### src/rtl/masked_serial_summer.sv
// masked_serial_summer: serial handshaked summing stage. It adds the masked-in
// lanes of a captured block one term per clock into a full-precision accumulator.
// It then presents the sum, the width tag, the term count and a range-check flag.
module masked_serial_summer #(
    parameter  int NUM_INPUT = 8,
    parameter  int ORI_WIDTH = 16,
    localparam int ACC_W     = ORI_WIDTH + $clog2(NUM_INPUT)
) (
    input  logic                            clk,
    input  logic                            rst,
    input  logic                            in_valid,
    output logic                            in_ready,
    input  logic [NUM_INPUT*ORI_WIDTH-1:0]  in_data,
    input  logic [NUM_INPUT-1:0]            ctr_in,
    input  logic [7:0]                      width_in,
    output logic                            out_valid,
    input  logic                            out_ready,
    output logic signed [ACC_W-1:0]         sum,
    output logic [7:0]                      width_out,
    output logic [7:0]                      n_terms,
    output logic                            range_err
);

    typedef enum logic [1:0] {
        IDLE,
        ACCUM,
        DONE
    } state_t;

    state_t state;
    state_t next_state;

    logic [NUM_INPUT*ORI_WIDTH-1:0] data_reg;
    logic [NUM_INPUT-1:0]           mask_reg;
    logic [NUM_INPUT-1:0]           mask_rest;
    logic [7:0]                     width_reg;
    logic [7:0]                     term_cnt;
    logic signed [ACC_W-1:0]        acc;
    logic signed [ACC_W-1:0]        acc_next;
    logic signed [ORI_WIDTH-1:0]    sel_lane;
    logic signed [ACC_W-1:0]        lane_ext;
    logic signed [ACC_W-1:0]        shifted;
    logic [7:0]                     eff_w;
    logic                           range_reg;
    logic                           range_next;
    logic                           accept;
    logic                           last_term;

    assign in_ready  = (state == IDLE) && !rst;
    assign out_valid = (state == DONE);
    assign accept    = in_valid && in_ready;

    // Clearing the lowest set bit leaves the lanes still to be summed; when
    // nothing remains afterwards this edge is the final ACCUM edge.
    assign mask_rest = mask_reg & (mask_reg - NUM_INPUT'(1));
    assign last_term = (mask_rest == '0);

    // Pick the lowest-numbered remaining lane; scanning downward lets the
    // lowest set bit be the last assignment to win.
    always_comb begin
        sel_lane = '0;
        for (int i = NUM_INPUT - 1; i >= 0; i--) begin
            if (mask_reg[i]) begin
                sel_lane = data_reg[i*ORI_WIDTH +: ORI_WIDTH];
            end
        end
    end

    // Sign-extend the chosen lane and form the accumulator value for this edge.
    always_comb begin
        lane_ext = ACC_W'(sel_lane);
        acc_next = acc;
        if (mask_reg != '0) begin
            acc_next = acc + lane_ext;
        end
    end

    // Range check: the value fits in a signed field of w bits exactly when
    // everything above bit w-1 is a copy of the sign bit.
    always_comb begin
        eff_w = width_reg;
        if (width_reg == 8'd0) begin
            eff_w = 8'd1;
        end else if (width_reg > 8'(ACC_W)) begin
            eff_w = 8'(ACC_W);
        end
        shifted    = acc_next >>> (eff_w - 8'd1);
        range_next = !((shifted == '0) || (shifted == '1));
    end

    // State register.
    always_ff @(posedge clk) begin
        if (rst) begin
            state <= IDLE;
        end else begin
            state <= next_state;
        end
    end

    // Next-state logic for the accept / accumulate / hold sequence.
    always_comb begin
        next_state = state;
        case (state)
            IDLE:    if (accept)    next_state = ACCUM;
            ACCUM:   if (last_term) next_state = DONE;
            DONE:    if (out_ready) next_state = IDLE;
            default: next_state = IDLE;
        endcase
    end

    // Datapath: capture on accept, accumulate one term per edge, hold in DONE.
    always_ff @(posedge clk) begin
        if (rst) begin
            data_reg  <= '0;
            mask_reg  <= '0;
            width_reg <= '0;
            term_cnt  <= '0;
            acc       <= '0;
            range_reg <= 1'b0;
        end else begin
            case (state)
                IDLE: begin
                    if (accept) begin
                        data_reg  <= in_data;
                        mask_reg  <= ctr_in;
                        width_reg <= width_in;
                        term_cnt  <= '0;
                        acc       <= '0;
                        range_reg <= 1'b0;
                    end
                end
                ACCUM: begin
                    acc      <= acc_next;
                    mask_reg <= mask_rest;
                    if (mask_reg != '0) begin
                        term_cnt <= term_cnt + 8'd1;
                    end
                    if (last_term) begin
                        range_reg <= range_next;
                    end
                end
                default: begin
                end
            endcase
        end
    end

    assign sum       = acc;
    assign width_out = width_reg;
    assign n_terms   = term_cnt;
    assign range_err = range_reg;

endmodule

### config.mk
export PLATFORM = sky130hd
export DESIGN_NAME = masked_serial_summer
export DESIGN_NICKNAME = d
export VERILOG_FILES = /design/src/rtl/masked_serial_summer.sv
export SDC_FILE = /design/constraint.sdc
export NUM_CORES = 1
export LEC_CHECK = 0
export ABC_AREA = 1
export BUFFER_PORTS_ARGS = -buffer_cell sky130_fd_sc_hd__buf_2
export CAP_MARGIN = 5
export CORE_UTILIZATION = 55
export DETAILED_ROUTE_END_ITERATION = 8
export HOLD_SLACK_MARGIN = 0.15
export MAX_ROUTING_LAYER = met4
export PLACE_DENSITY = 0.79
export SLEW_MARGIN = 20
export SYNTH_ARGS = -nofsm -noshare
export SYNTH_HDL_FRONTEND = slang
export SYNTH_SLANG_ARGS = --single-unit
### constraint.sdc
create_clock -name clk -period 4.2 [get_ports clk]
set_input_delay 0.42 -clock clk [delete_from_list [all_inputs] [get_ports clk]]
set_output_delay 0.42 -clock clk [all_outputs]
set_load 0.005 [all_outputs]
=== Word-level counts from Yosys, hierarchy flattened ===
Cells that the tools add are included.

* Add/sub/neg operators: 4
* $lt $le $gt $ge: 1
* Eq/ne operators: 7
* Shift-type cells: 1
* Multiplexer cells: 25
* Bitwise logic cells: 1
* Reductions and logical operators: 16

{| class="wikitable"
|+ Operator list
! operator !! number
|-
| 2-to-1 mux 16 bit || 8
|-
| 2-to-1 mux 8 bit || 5
|-
| 2-to-1 mux 19 bit || 2
|-
| case mux 19 bit (2 select lines) || 1
|-
| case mux 8 bit (2 select lines) || 2
|-
| adder 19 x 16 -> 19 bit || 1
|-
| == test 19 bit, second input constant || 1
|-
| zero test 19 bit || 1
|-
| >>> shifter 19 x 8 -> 19 bit || 1
|-
| zero test 8 bit || 2
|-
| subtractor 8 x 1 -> 8 bit, second input constant || 2
|-
| AND reduction 3 bit || 3
|-
| adder 8 x 1 -> 8 bit, second input constant || 1
|-
| bitwise AND 8 bit || 1
|-
| > comparator 8 x 5 -> 1 bit, second input constant || 1
|-
| nonzero test 8 bit || 1
|-
| 2-to-1 mux 2 bit || 3
|-
| inequality test 2 bit, second input constant || 3
|-
| case mux 2 bit (3 select lines) || 1
|-
| AND reduction 2 bit || 2
|-
| == test 2 x 1 -> 1 bit, second input constant || 1
|-
| == test 2 bit, second input constant || 1
|-
| logical AND 1 bit || 2
|-
| zero test 1 bit || 2
|-
| 6 further kinds || 7
|}

* Bits in registers: 174
* Bits of input ports: 148

=== Depth between registers and ports, before layout ===
Gate-level depths: netlist of run 1.

* Word-level depth: 16
* Mapped depth: 37
* Mapped depth without buffers: 37

=== Worst setup path before layout of run 1 ===
Ideal clock, no wire load.

* Path type: reg-to-reg
* Start point: reg mask_reg[6]
* End point: reg range_reg (netlist: range_err)
* Library setup time: 0.128 ns
* Arrival time: 3.763 ns
* Setup slack: 0.310 ns
* Cell stages (with the launch flop): 34
* Path buffers: 3
* Clock period less this slack: 3.890 ns
* Cell sequence: dfxtp_1 -> clkbuf_1 -> clkbuf_1 -> o21ai_0 -> nand2_1 -> o21ai_0 -> o2111ai_1 -> a31oi_1 -> ha_1 -> nand2_1 -> inv_1 -> a21oi_2 -> nand2_1 -> nand2_1 -> nand3_1 -> nand2_1 -> nand3_1 -> nand2_2 -> nand3_4 -> buf_6 -> nand3_1 -> nand3_1 -> nand2_1 -> nand2_1 -> nand2_1 -> nand2_1 -> nand2_1 -> nand3_1 -> o21ai_1 -> nand3_1 -> nor2_1 -> nor2_1 -> nor2_1 -> nor2_1

* Cells in the longest elaborated chain, start to end: 15
* Elaborated cells on any way between the ends: 22

{| class="wikitable"
|+ RTL lines
! element !! RTL line !! source
|-
| start, declared || 34 || <nowiki>logic [NUM_INPUT-1:0] mask_reg;</nowiki>
|-
| start signal, assigned || 125 || <nowiki>mask_reg <= ctr_in;</nowiki>
|-
| start signal, assigned || 134 || <nowiki>mask_reg <= mask_rest;</nowiki>
|-
| 2-to-1 mux 16 bit (7 in series) || 63 || <nowiki>if (mask_reg[i]) begin</nowiki>
|-
| adder 19 x 16 -> 19 bit || 74 || <nowiki>acc_next = acc + lane_ext;</nowiki>
|-
| 2-to-1 mux 19 bit || 73 || <nowiki>if (mask_reg != '0) begin</nowiki>
|-
| >>> shifter 19 x 8 -> 19 bit || 87 || <nowiki>shifted = acc_next >>> (eff_w - 8'd1);</nowiki>
|-
| == test 19 bit / zero test 19 bit (equally long branches) || 88 || <nowiki>range_next = !((shifted == '0) || (shifted == '1));</nowiki>
|-
| logical OR 1 bit || 88 ||
|-
| zero test 1 bit || 88 ||
|-
| 2-to-1 mux 1 bit || 138 || <nowiki>if (last_term) begin</nowiki>
|-
| case mux 1 bit (2 select lines) || 121 || <nowiki>case (state)</nowiki>
|-
| end signal, assigned || 139 || <nowiki>range_reg <= range_next;</nowiki>
|-
| end, declared || 44 || <nowiki>logic range_reg;</nowiki>
|}

Parallel ways exist; a longest one is shown, timed or not. The select of a mux whose other input is x is not followed.
A chain may end at the register's enable or synchronous reset.

=== Worst setup path in the final report of run 1 ===
* Start point: reg mask_reg[5]
* End point: reg range_reg (netlist: range_err)

* Cells in the longest elaborated chain, start to end: 14
* Elaborated cells on any way between the ends: 21

{| class="wikitable"
|+ RTL lines
! element !! RTL line
|-
| 2-to-1 mux 16 bit (6 in series) || 63
|-
| adder 19 x 16 -> 19 bit || 74
|-
| 2-to-1 mux 19 bit || 73
|-
| >>> shifter 19 x 8 -> 19 bit || 87
|-
| == test 19 bit / zero test 19 bit (equally long branches) || 88
|-
| logical OR 1 bit || 88
|-
| zero test 1 bit || 88
|-
| 2-to-1 mux 1 bit || 138
|-
| case mux 1 bit (2 select lines) || 121
|}

Parallel ways exist; a longest one is shown, timed or not. The select of a mux whose other input is x is not followed.

==> run_summary.xml, run 1 <==
<?xml version="1.0" encoding="UTF-8"?>
<metrics>
  <group name="clock_tree">
    <metric name="sinks_on_clock_net" unit="">174</metric>
    <metric name="clk-insertion-delay-late" unit="ps">440</metric>
    <metric name="clockRootBuffer" unit="">clkbuf_16</metric>
    <metric name="ctsLongestPathBuffers" unit="">2</metric>
    <metric name="cts.hold.buffers_added" unit="">0</metric>
    <metric name="cts_tree" unit="">done</metric>
    <metric name="clk_transition_reported_paths" unit="ps">70</metric>
    <metric name="cts_buffers" unit="">17</metric>
    <metric name="cts.htree.levels" unit="">4</metric>
  </group>
  <group name="timing">
    <metric name="maxClockFrequency" unit="GHz">0.231</metric>
    <metric name="layout_worst_path_cycle_share" unit="%">103</metric>
    <metric name="timing.clock.skew" unit="ps">10.8</metric>
    <metric name="setup-violations-final" unit="">1</metric>
    <metric name="final.setup.worst_slack" unit="ps">-135</metric>
    <metric name="grt_setup_unrepaired" unit="">true</metric>
    <metric name="slew_viol_final" unit="">0</metric>
    <metric name="finalHoldViolCount" unit="">0</metric>
    <metric name="post-route-min-period" unit="ps">4330</metric>
    <metric name="worstMarginPinSlew" unit="ps">882</metric>
    <metric name="max_slew_margin" unit="%">41.2</metric>
  </group>
  <group name="final_layout">
    <metric name="fraction_of_final_layout_cells_with_drive_strength_greater_than_1" unit="%">25.5</metric>
    <metric name="multi_input_area" unit="mm2">0.00580</metric>
    <metric name="area_growth" unit="%">28.3</metric>
    <metric name="layout.nets" unit="">1915</metric>
    <metric name="filler_cell_count" unit="">1411</metric>
    <metric name="area.sequential" unit="mm2">0.00349</metric>
    <metric name="stdcell_area" unit="mm2">0.0125</metric>
    <metric name="largest_reg_flops" unit="">128</metric>
  </group>
  <group name="yosys">
    <metric name="leading_cell_types_by_count_after_synthesis" unit="">nand2_1 (488), nand3_1 (252), dfxtp_1 (174)</metric>
    <metric name="syn-cell-area" unit="mm2">0.00974</metric>
    <metric name="seq_area_frac_synth" unit="%">35.8</metric>
    <metric name="synth.yosys.warnings" unit="">0</metric>
    <metric name="synthesis.instances" unit="">1520</metric>
    <metric name="synth_cell_type_count" unit="">45</metric>
    <metric name="yosysTopAreaCellShare" unit="%">35.8</metric>
    <metric name="synth-seq-cells" unit="">174</metric>
    <metric name="post_synth_mux_area_share" unit="%">0.205</metric>
    <metric name="postSynth.topFlopCell" unit="">dfxtp_1</metric>
    <metric name="mappedNetlistNets" unit="">1689</metric>
    <metric name="synth_area_leader_cell" unit="">dfxtp_1</metric>
    <metric name="synthXorXnorAreaFrac" unit="%">0.527</metric>
    <metric name="synth_enable_flop_cells" unit="">0</metric>
    <metric name="yosysMostFrequentCell" unit="">nand2_1</metric>
    <metric name="combinational_family_with_the_most_area_after_synthesis" unit="">simple AND/OR/NAND/NOR gates</metric>
    <metric name="synthArstFlopShare" unit="%">0</metric>
    <metric name="synth.area.top_cells" unit="">dfxtp_1 (36%), nand2_1 (19%), nand3_1 (13%), o21ai_0 (6.0%), inv_1 (5.2%)</metric>
    <metric name="synth_area_per_cell" unit="um2">6.41</metric>
    <metric name="synth_compound_gate_area_share" unit="%">13.6</metric>
    <metric name="synth-simple-area-share" unit="%">37.8</metric>
    <metric name="yosys.area_share.adder" unit="%">2.77</metric>
  </group>
  <group name="floorplan">
    <metric name="count_of_standard_cell_rows" unit="">48</metric>
    <metric name="io_pins" unit="">186</metric>
    <metric name="core" unit="mm2">0.0173</metric>
    <metric name="initial_core_utilization" unit="%">56.3</metric>
    <metric name="fp.dieArea" unit="mm2">0.0182</metric>
    <metric name="die_h" unit="um">135</metric>
    <metric name="die_w" unit="um">135</metric>
  </group>
  <group name="drt">
    <metric name="routed-via-count" unit="">11300</metric>
    <metric name="wire_per_inst" unit="um">16.3</metric>
    <metric name="detail_route.drc_violations" unit="">0</metric>
    <metric name="drtPass1Iterations" unit="">7</metric>
    <metric name="detailed_route_wl" unit="um">32400</metric>
    <metric name="ant_nets" unit="">0</metric>
    <metric name="detail_route.vias_per_cell" unit="">5.69</metric>
    <metric name="drt_first_iter_violations" unit="">1086</metric>
  </group>
  <group name="critical_path">
    <metric name="reg2reg_setup_slack" unit="ps">-130</metric>
    <metric name="timing.critical_path.required" unit="ps">4510</metric>
    <metric name="critical_path.slowest_cell" unit="">o21ai_0</metric>
    <metric name="buffers_plus_inverters_on_the_worst_setup_path" unit="">4</metric>
    <metric name="critical_path.max_stage_delay" unit="ps">460</metric>
    <metric name="worstReg2RegEnd" unit="">range_err$_SDFFE_PP0P_</metric>
    <metric name="worstSetupStartpointType" unit="">flip-flop</metric>
    <metric name="worstPathMaxFanout" unit="">12</metric>
    <metric name="criticalPathCategory" unit="">flip-flop to flip-flop</metric>
    <metric name="critical-path-top-delay-family" unit="">simple AND/OR/NAND/NOR gates</metric>
    <metric name="worst_setup_path_end_kind" unit="">flip-flop</metric>
    <metric name="r2r.worst_path.cells" unit="">29</metric>
    <metric name="critical-path-top-cell-by-count" unit="">nand2_1</metric>
    <metric name="worst_ep_arrival_time" unit="ps">4640</metric>
    <metric name="timing.rr.start" unit="">mask_reg[5]$_SDFFE_PP0P_</metric>
  </group>
  <group name="global_route">
    <metric name="grt_remaining_overflow" unit="">0</metric>
    <metric name="grt_first_pass_wirelength" unit="um">50000</metric>
    <metric name="grt_pass1_vias" unit="">10200</metric>
    <metric name="grt_use_total" unit="%">36.0</metric>
    <metric name="grt_antenna_before_repair" unit="">1</metric>
    <metric name="grt_max_degree" unit="">90</metric>
  </group>
  <group name="outcome">
    <metric name="failing_checks" unit="">setup timing</metric>
    <metric name="outcome" unit="">complete, but fails checks</metric>
  </group>
  <group name="worst_hold_path">
    <metric name="timing.hold.worst.start" unit="">in_data[98]</metric>
    <metric name="classification_of_the_worst_slack_hold_path" unit="">primary input to flip-flop</metric>
    <metric name="min_delay_path_depth" unit="">3</metric>
    <metric name="min_delay_worst_endpoint" unit="">data_reg[98]$_SDFFE_PP0P_</metric>
  </group>
  <group name="pwr">
    <metric name="irDropWorstVdd" unit="mV">0.299</metric>
    <metric name="power" unit="W">0.00562</metric>
    <metric name="power_density" unit="mW/mm2">450</metric>
    <metric name="power.static_leakage" unit="nW">6.03</metric>
  </group>
  <group name="placed_design">
    <metric name="port-buffer-count" unit="">185</metric>
    <metric name="detailed_placement_wirelength_estimate" unit="um">23000</metric>
    <metric name="postPlaceCellArea" unit="mm2">0.0113</metric>
    <metric name="routabilityCongestion" unit="">0.987</metric>
    <metric name="dp_slack" unit="ps">-190</metric>
  </group>
  <group name="run">
    <metric name="drv.max_cap_violation_count" unit="">0</metric>
  </group>
</metrics>
## metal layers
metal  up-vias  global-route usage [%]  part of all wire [%]
li1       5459                       -                     -
met3       108                    5.44                   7.8
met5         -                       -                     0
met1      5174                    46.3                    42
met2       551                    56.5                    46
met4         0                    14.7                   3.8
## kinds of logic (layout without fill, tap and decap cells)
kind of cell	count (synthesis)	count (layout)
xor gates and xnor gates	5	5
and+or+nand+nor	853	855
AOI/OAI and AO/OA	236	236
muxes	2	2
DFF	174	174
adders and majority gates	21	21
buffers and inverters	229	466
other	0	1
## worst min-delay path: cells and delay by family
family / cells / cell delay [ps]
buffers and inverters: 1 / 70
AND/OR/NAND/NOR: 2 / 90
## what timing repair did
action,in CTS,in global routing
pin swaps,31,43
resized for setup,60,62
endpoints found under the setup margin,1,1
setup buffers,3,4
gates cloned,3,1
## cells in the final DEF, fill, tap and decap left out, types with 8 or more instances in the layout
cell type	count
nand4_1	8
inv_1	133
nor2_1	61
nor3_1	9
a31oi_1	13
buf_2	185
o21ai_2	14
buf_4	93
nand2_2	25
o2111ai_1	9
clkbuf_16	18
or2_2	12
o21ai_0	96
nand3_2	31
ha_1	19
o22ai_1	16
inv_2	11
dfxtp_1	173
a21oi_1	41
nand2_1	466
nand3_1	221
o21ai_1	18
## worst max path at each step
stage / cells past startpoint / to / slack (ps) / startpoint
after detailed placement: 30 / range_err$_SDFFE_PP0P_ / -190 / mask_reg[6]$_SDFFE_PP0P_
after CTS: 34 / range_err$_SDFFE_PP0P_ / 1 / mask_reg[6]$_SDFFE_PP0P_
after global routing: 34 / range_err$_SDFFE_PP0P_ / -340 / mask_reg[5]$_SDFFE_PP0P_
after floorplan: 33 / range_err$_SDFFE_PP0P_ / 310 / mask_reg[6]$_SDFFE_PP0P_
after global placement: 32 / range_err$_SDFFE_PP0P_ / -150 / mask_reg[5]$_SDFFE_PP0P_
final: 29 / range_err$_SDFFE_PP0P_ / -130 / mask_reg[5]$_SDFFE_PP0P_
## final cells by class
class | instances | share of cell area (%)
clock inverters | 14 | 1.33
clock buffers | 18 | 3.51
multi-input cells | 1119 | 46.4
diodes | 1 | 0.0200
flip-flops and latches | 174 | 27.9
well taps | 225 | 2.25
repair buffers | 286 | 14.2
inverters | 148 | 4.48
## report_power, final
group          switching [W]  internal, W
clock network       0.000760     0.000869
logic                0.00134     0.000791
registers          0.0000806      0.00179
## metrics by stage
step | instances | utilization (%) | TNS (ps) | hold slack [ps]
2_1_floorplan | 1520 | - | 0 | 446
3_3_place_gp | 1941 | 65.5 | -147 | 455
3_5_place_dp | 1941 | 65.5 | -190 | 458
4_1_cts | 1979 | 70.5 | 0 | 168
5_1_grt | 1985 | 72.3 | -341 | 172
6_report | 1985 | 72.3 | -135 | 170
Power figures use the tool's default switching activity.
==> run 2, diff against run 1 <==
--- a/config.mk
+++ b/config.mk
@@ -9,6 +9,7 @@
 export BUFFER_PORTS_ARGS = -buffer_cell sky130_fd_sc_hd__buf_2
 export CAP_MARGIN = 5
 export CORE_UTILIZATION = 55
+export CTS_CLUSTER_DIAMETER = 200
 export DETAILED_ROUTE_END_ITERATION = 8
 export HOLD_SLACK_MARGIN = 0.15
 export MAX_ROUTING_LAYER = met4
==> constraint.sdc (replaced) <==
create_clock -name clk -period 4.2 [get_ports clk]
set_input_delay 0.84 -clock clk [delete_from_list [all_inputs] [get_ports clk]]
set_output_delay 0.84 -clock clk [all_outputs]
set_load 0.005 [all_outputs]
==> run 2 against run 1 <==
Net effect:
- the run still ends with setup timing left
- maximum frequency up 0.29%
- critical endpoint unchanged
- register-to-register slack is essentially flat
- via count decreased by 0.91%
- clock skew grew 0.78 ps
- global-route usage rose by 1.0 points
- final area grew 0.61%
- routed wire length up 2.1%
- combinational power about the same
==> run_summary.xml, run 2 (synthesized netlist as in run 1, its figures left out) <==
<?xml version="1.0" encoding="UTF-8"?>
<metrics>
  <group name="final_layout">
    <metric name="mostFrequentLayoutCells" unit="">nand2_1 (473), nand3_1 (213), buf_2 (185)</metric>
    <metric name="area.sequential" unit="mm2">0.00349</metric>
    <metric name="filler_cell_count" unit="">1456</metric>
    <metric name="number_of_antenna_repair_diodes" unit="">0</metric>
    <metric name="area_growth" unit="%">29.1</metric>
    <metric name="largest_reg_flops" unit="">128</metric>
    <metric name="layout.nets" unit="">1920</metric>
    <metric name="fraction_of_final_layout_cells_with_drive_strength_greater_than_1" unit="%">26.1</metric>
    <metric name="final_cell_count_no_fill" unit="">1989</metric>
    <metric name="multi_input_area" unit="mm2">0.00584</metric>
    <metric name="layout.cells.most_common" unit="">nand2_1</metric>
  </group>
  <group name="global_route">
    <metric name="grt_first_pass_wirelength" unit="um">51100</metric>
    <metric name="grt_pass1_vias" unit="">10100</metric>
    <metric name="grt_antenna_before_repair" unit="">0</metric>
    <metric name="grt_remaining_overflow" unit="">0</metric>
    <metric name="grt_use_total" unit="%">37.1</metric>
    <metric name="grt_max_degree" unit="">76</metric>
  </group>
  <group name="timing">
    <metric name="grt_setup_unrepaired" unit="">true</metric>
    <metric name="setup-violations-final" unit="">1</metric>
    <metric name="worstMarginPinSlew" unit="ps">839</metric>
    <metric name="post-route-min-period" unit="ps">4320</metric>
    <metric name="slew_viol_final" unit="">0</metric>
    <metric name="maxClockFrequency" unit="GHz">0.231</metric>
    <metric name="totalNegativeSetupSlack" unit="ps">-122</metric>
    <metric name="max_slew_margin" unit="%">44.1</metric>
    <metric name="layout_worst_path_cycle_share" unit="%">103</metric>
    <metric name="finalHoldViolCount" unit="">0</metric>
    <metric name="timing.clock.skew" unit="ps">11.6</metric>
    <metric name="final.setup.worst_slack" unit="ps">-122</metric>
  </group>
  <group name="clock_tree">
    <metric name="cts_buffers" unit="">17</metric>
    <metric name="cts.hold.buffers_added" unit="">0</metric>
    <metric name="clk-insertion-delay-late" unit="ps">440</metric>
    <metric name="cts.htree.levels" unit="">4</metric>
    <metric name="sinks_on_clock_net" unit="">174</metric>
    <metric name="clockRootBuffer" unit="">clkbuf_16</metric>
    <metric name="clk_transition_reported_paths" unit="ps">80</metric>
    <metric name="ctsLongestPathBuffers" unit="">2</metric>
    <metric name="cts_tree" unit="">done</metric>
  </group>
  <group name="drt">
    <metric name="detail_route.drc_violations" unit="">0</metric>
    <metric name="detailed_route_wl" unit="um">33100</metric>
    <metric name="ant_nets" unit="">0</metric>
    <metric name="drtPass1Iterations" unit="">6</metric>
    <metric name="wire_per_inst" unit="um">16.6</metric>
    <metric name="routed-via-count" unit="">11200</metric>
    <metric name="detail_route.vias_per_cell" unit="">5.63</metric>
    <metric name="drt_first_iter_violations" unit="">1069</metric>
  </group>
  <group name="placed_design">
    <metric name="routabilityCongestion" unit="">0.972</metric>
    <metric name="place.detailed.instances" unit="">1946</metric>
    <metric name="detailed_placement_wirelength_estimate" unit="um">23900</metric>
    <metric name="port-buffer-count" unit="">185</metric>
  </group>
  <group name="pwr">
    <metric name="power" unit="W">0.00569</metric>
    <metric name="power.static_leakage" unit="nW">6.07</metric>
    <metric name="power_density" unit="mW/mm2">452</metric>
    <metric name="irDropWorstVdd" unit="mV">0.346</metric>
  </group>
  <group name="floorplan">
    <metric name="io_pins" unit="">186</metric>
    <metric name="count_of_standard_cell_rows" unit="">48</metric>
    <metric name="core" unit="mm2">0.0173</metric>
    <metric name="die_w" unit="um">135</metric>
    <metric name="fp.dieArea" unit="mm2">0.0182</metric>
    <metric name="die_h" unit="um">135</metric>
    <metric name="initial_core_utilization" unit="%">56.3</metric>
  </group>
  <group name="critical_path">
    <metric name="timing.critical_path.required" unit="ps">4530</metric>
    <metric name="critical-path-top-cell-by-count" unit="">nand2_1</metric>
    <metric name="critical_path.slowest_cell" unit="">dfxtp_2</metric>
    <metric name="worst_ep_arrival_time" unit="ps">4650</metric>
    <metric name="worst_setup_path_end_kind" unit="">flip-flop</metric>
    <metric name="criticalPathCategory" unit="">flip-flop to flip-flop</metric>
    <metric name="worstSetupStartpointType" unit="">flip-flop</metric>
    <metric name="worstPathMaxFanout" unit="">13</metric>
    <metric name="critical_path.max_stage_delay" unit="ps">420</metric>
  </group>
  <group name="outcome">
    <metric name="outcome" unit="">complete, but fails checks</metric>
    <metric name="failing_checks" unit="">setup timing</metric>
  </group>
  <group name="worst_hold_path">
    <metric name="classification_of_the_worst_slack_hold_path" unit="">flip-flop to flip-flop</metric>
  </group>
  <group name="run">
    <metric name="drv.max_cap_violation_count" unit="">0</metric>
  </group>
</metrics>
-- run 2: per-stage QoR --
| step | hold WS, ps | worst slack, ps | util (%) | area (um2) |
|---|---|---|---|---|
| after detailed placement | 457 | -181 | 65.7 | 11400 |
| after global placement | 454 | -130 | 65.7 | 11400 |
| after global routing | 485 | -363 | 72.7 | 12600 |
| after floorplan | 446 | 310 | - | 9740 |
| after CTS | 468 | 3.06 | 70.9 | 12300 |
| final | 467 | -122 | 72.7 | 12600 |
-- run 2: per-layer routing --
| layer | vias to the layer above | routed length [um] | global-route usage [%] |
|---|---|---|---|
| li1 | 5484 | - | - |
| met1 | 5123 | 14200 | 47.6 |
| met2 | 504 | 15600 | 59.7 |
| met3 | 78 | 2290 | 5.71 |
| met4 | 0 | 918 | 11.7 |
| met5 | - | 0 | - |
-- run 2: repair_timing --
item	4_1_cts	5_1_grt
pin swaps	20	32
setup endpoints to repair	1	1
gates cloned	4	0
buffers inserted	4	3
resized for setup	49	81
-- run 2: worst paths after layout --
check	slack, ps	depth (start not counted)	from	to
worst max-delay path	-120	32	mask_reg[5]$_SDFFE_PP0P_	range_err$_SDFFE_PP0P_
worst min-delay path	470	2	data_reg[20]$_SDFFE_PP0P_	data_reg[20]$_SDFFE_PP0P_
worst max register to register	-120	32	mask_reg[5]$_SDFFE_PP0P_	range_err$_SDFFE_PP0P_
worst min register to register	470	2	data_reg[20]$_SDFFE_PP0P_	data_reg[20]$_SDFFE_PP0P_
-- run 2: where the power goes --
part           leakage (nW)  internal (W)  switching (W)
clock network         0.296      0.000865       0.000807
registers              1.43       0.00179      0.0000788
logic                  4.34      0.000794        0.00136
-- run 2: worst max-delay path: cells and delay by family, from the launching register on --
family,cells,cell delay (ps)
buffers and inverters,5,520
DFF,1,420
and+or+nand+nor,22,2140
adders and majority gates,1,320
AOI/OAI and AO/OA,4,810
-- run 2: cell type report --
cell class | instances | share of cell area (%)
sequential | 174 | 27.7
inverter | 148 | 4.44
multi-input combinational | 1120 | 46.4
timing repair buffer | 290 | 14.3
clock buffer | 17 | 3.38
clock inverter | 15 | 1.51
tap | 225 | 2.24
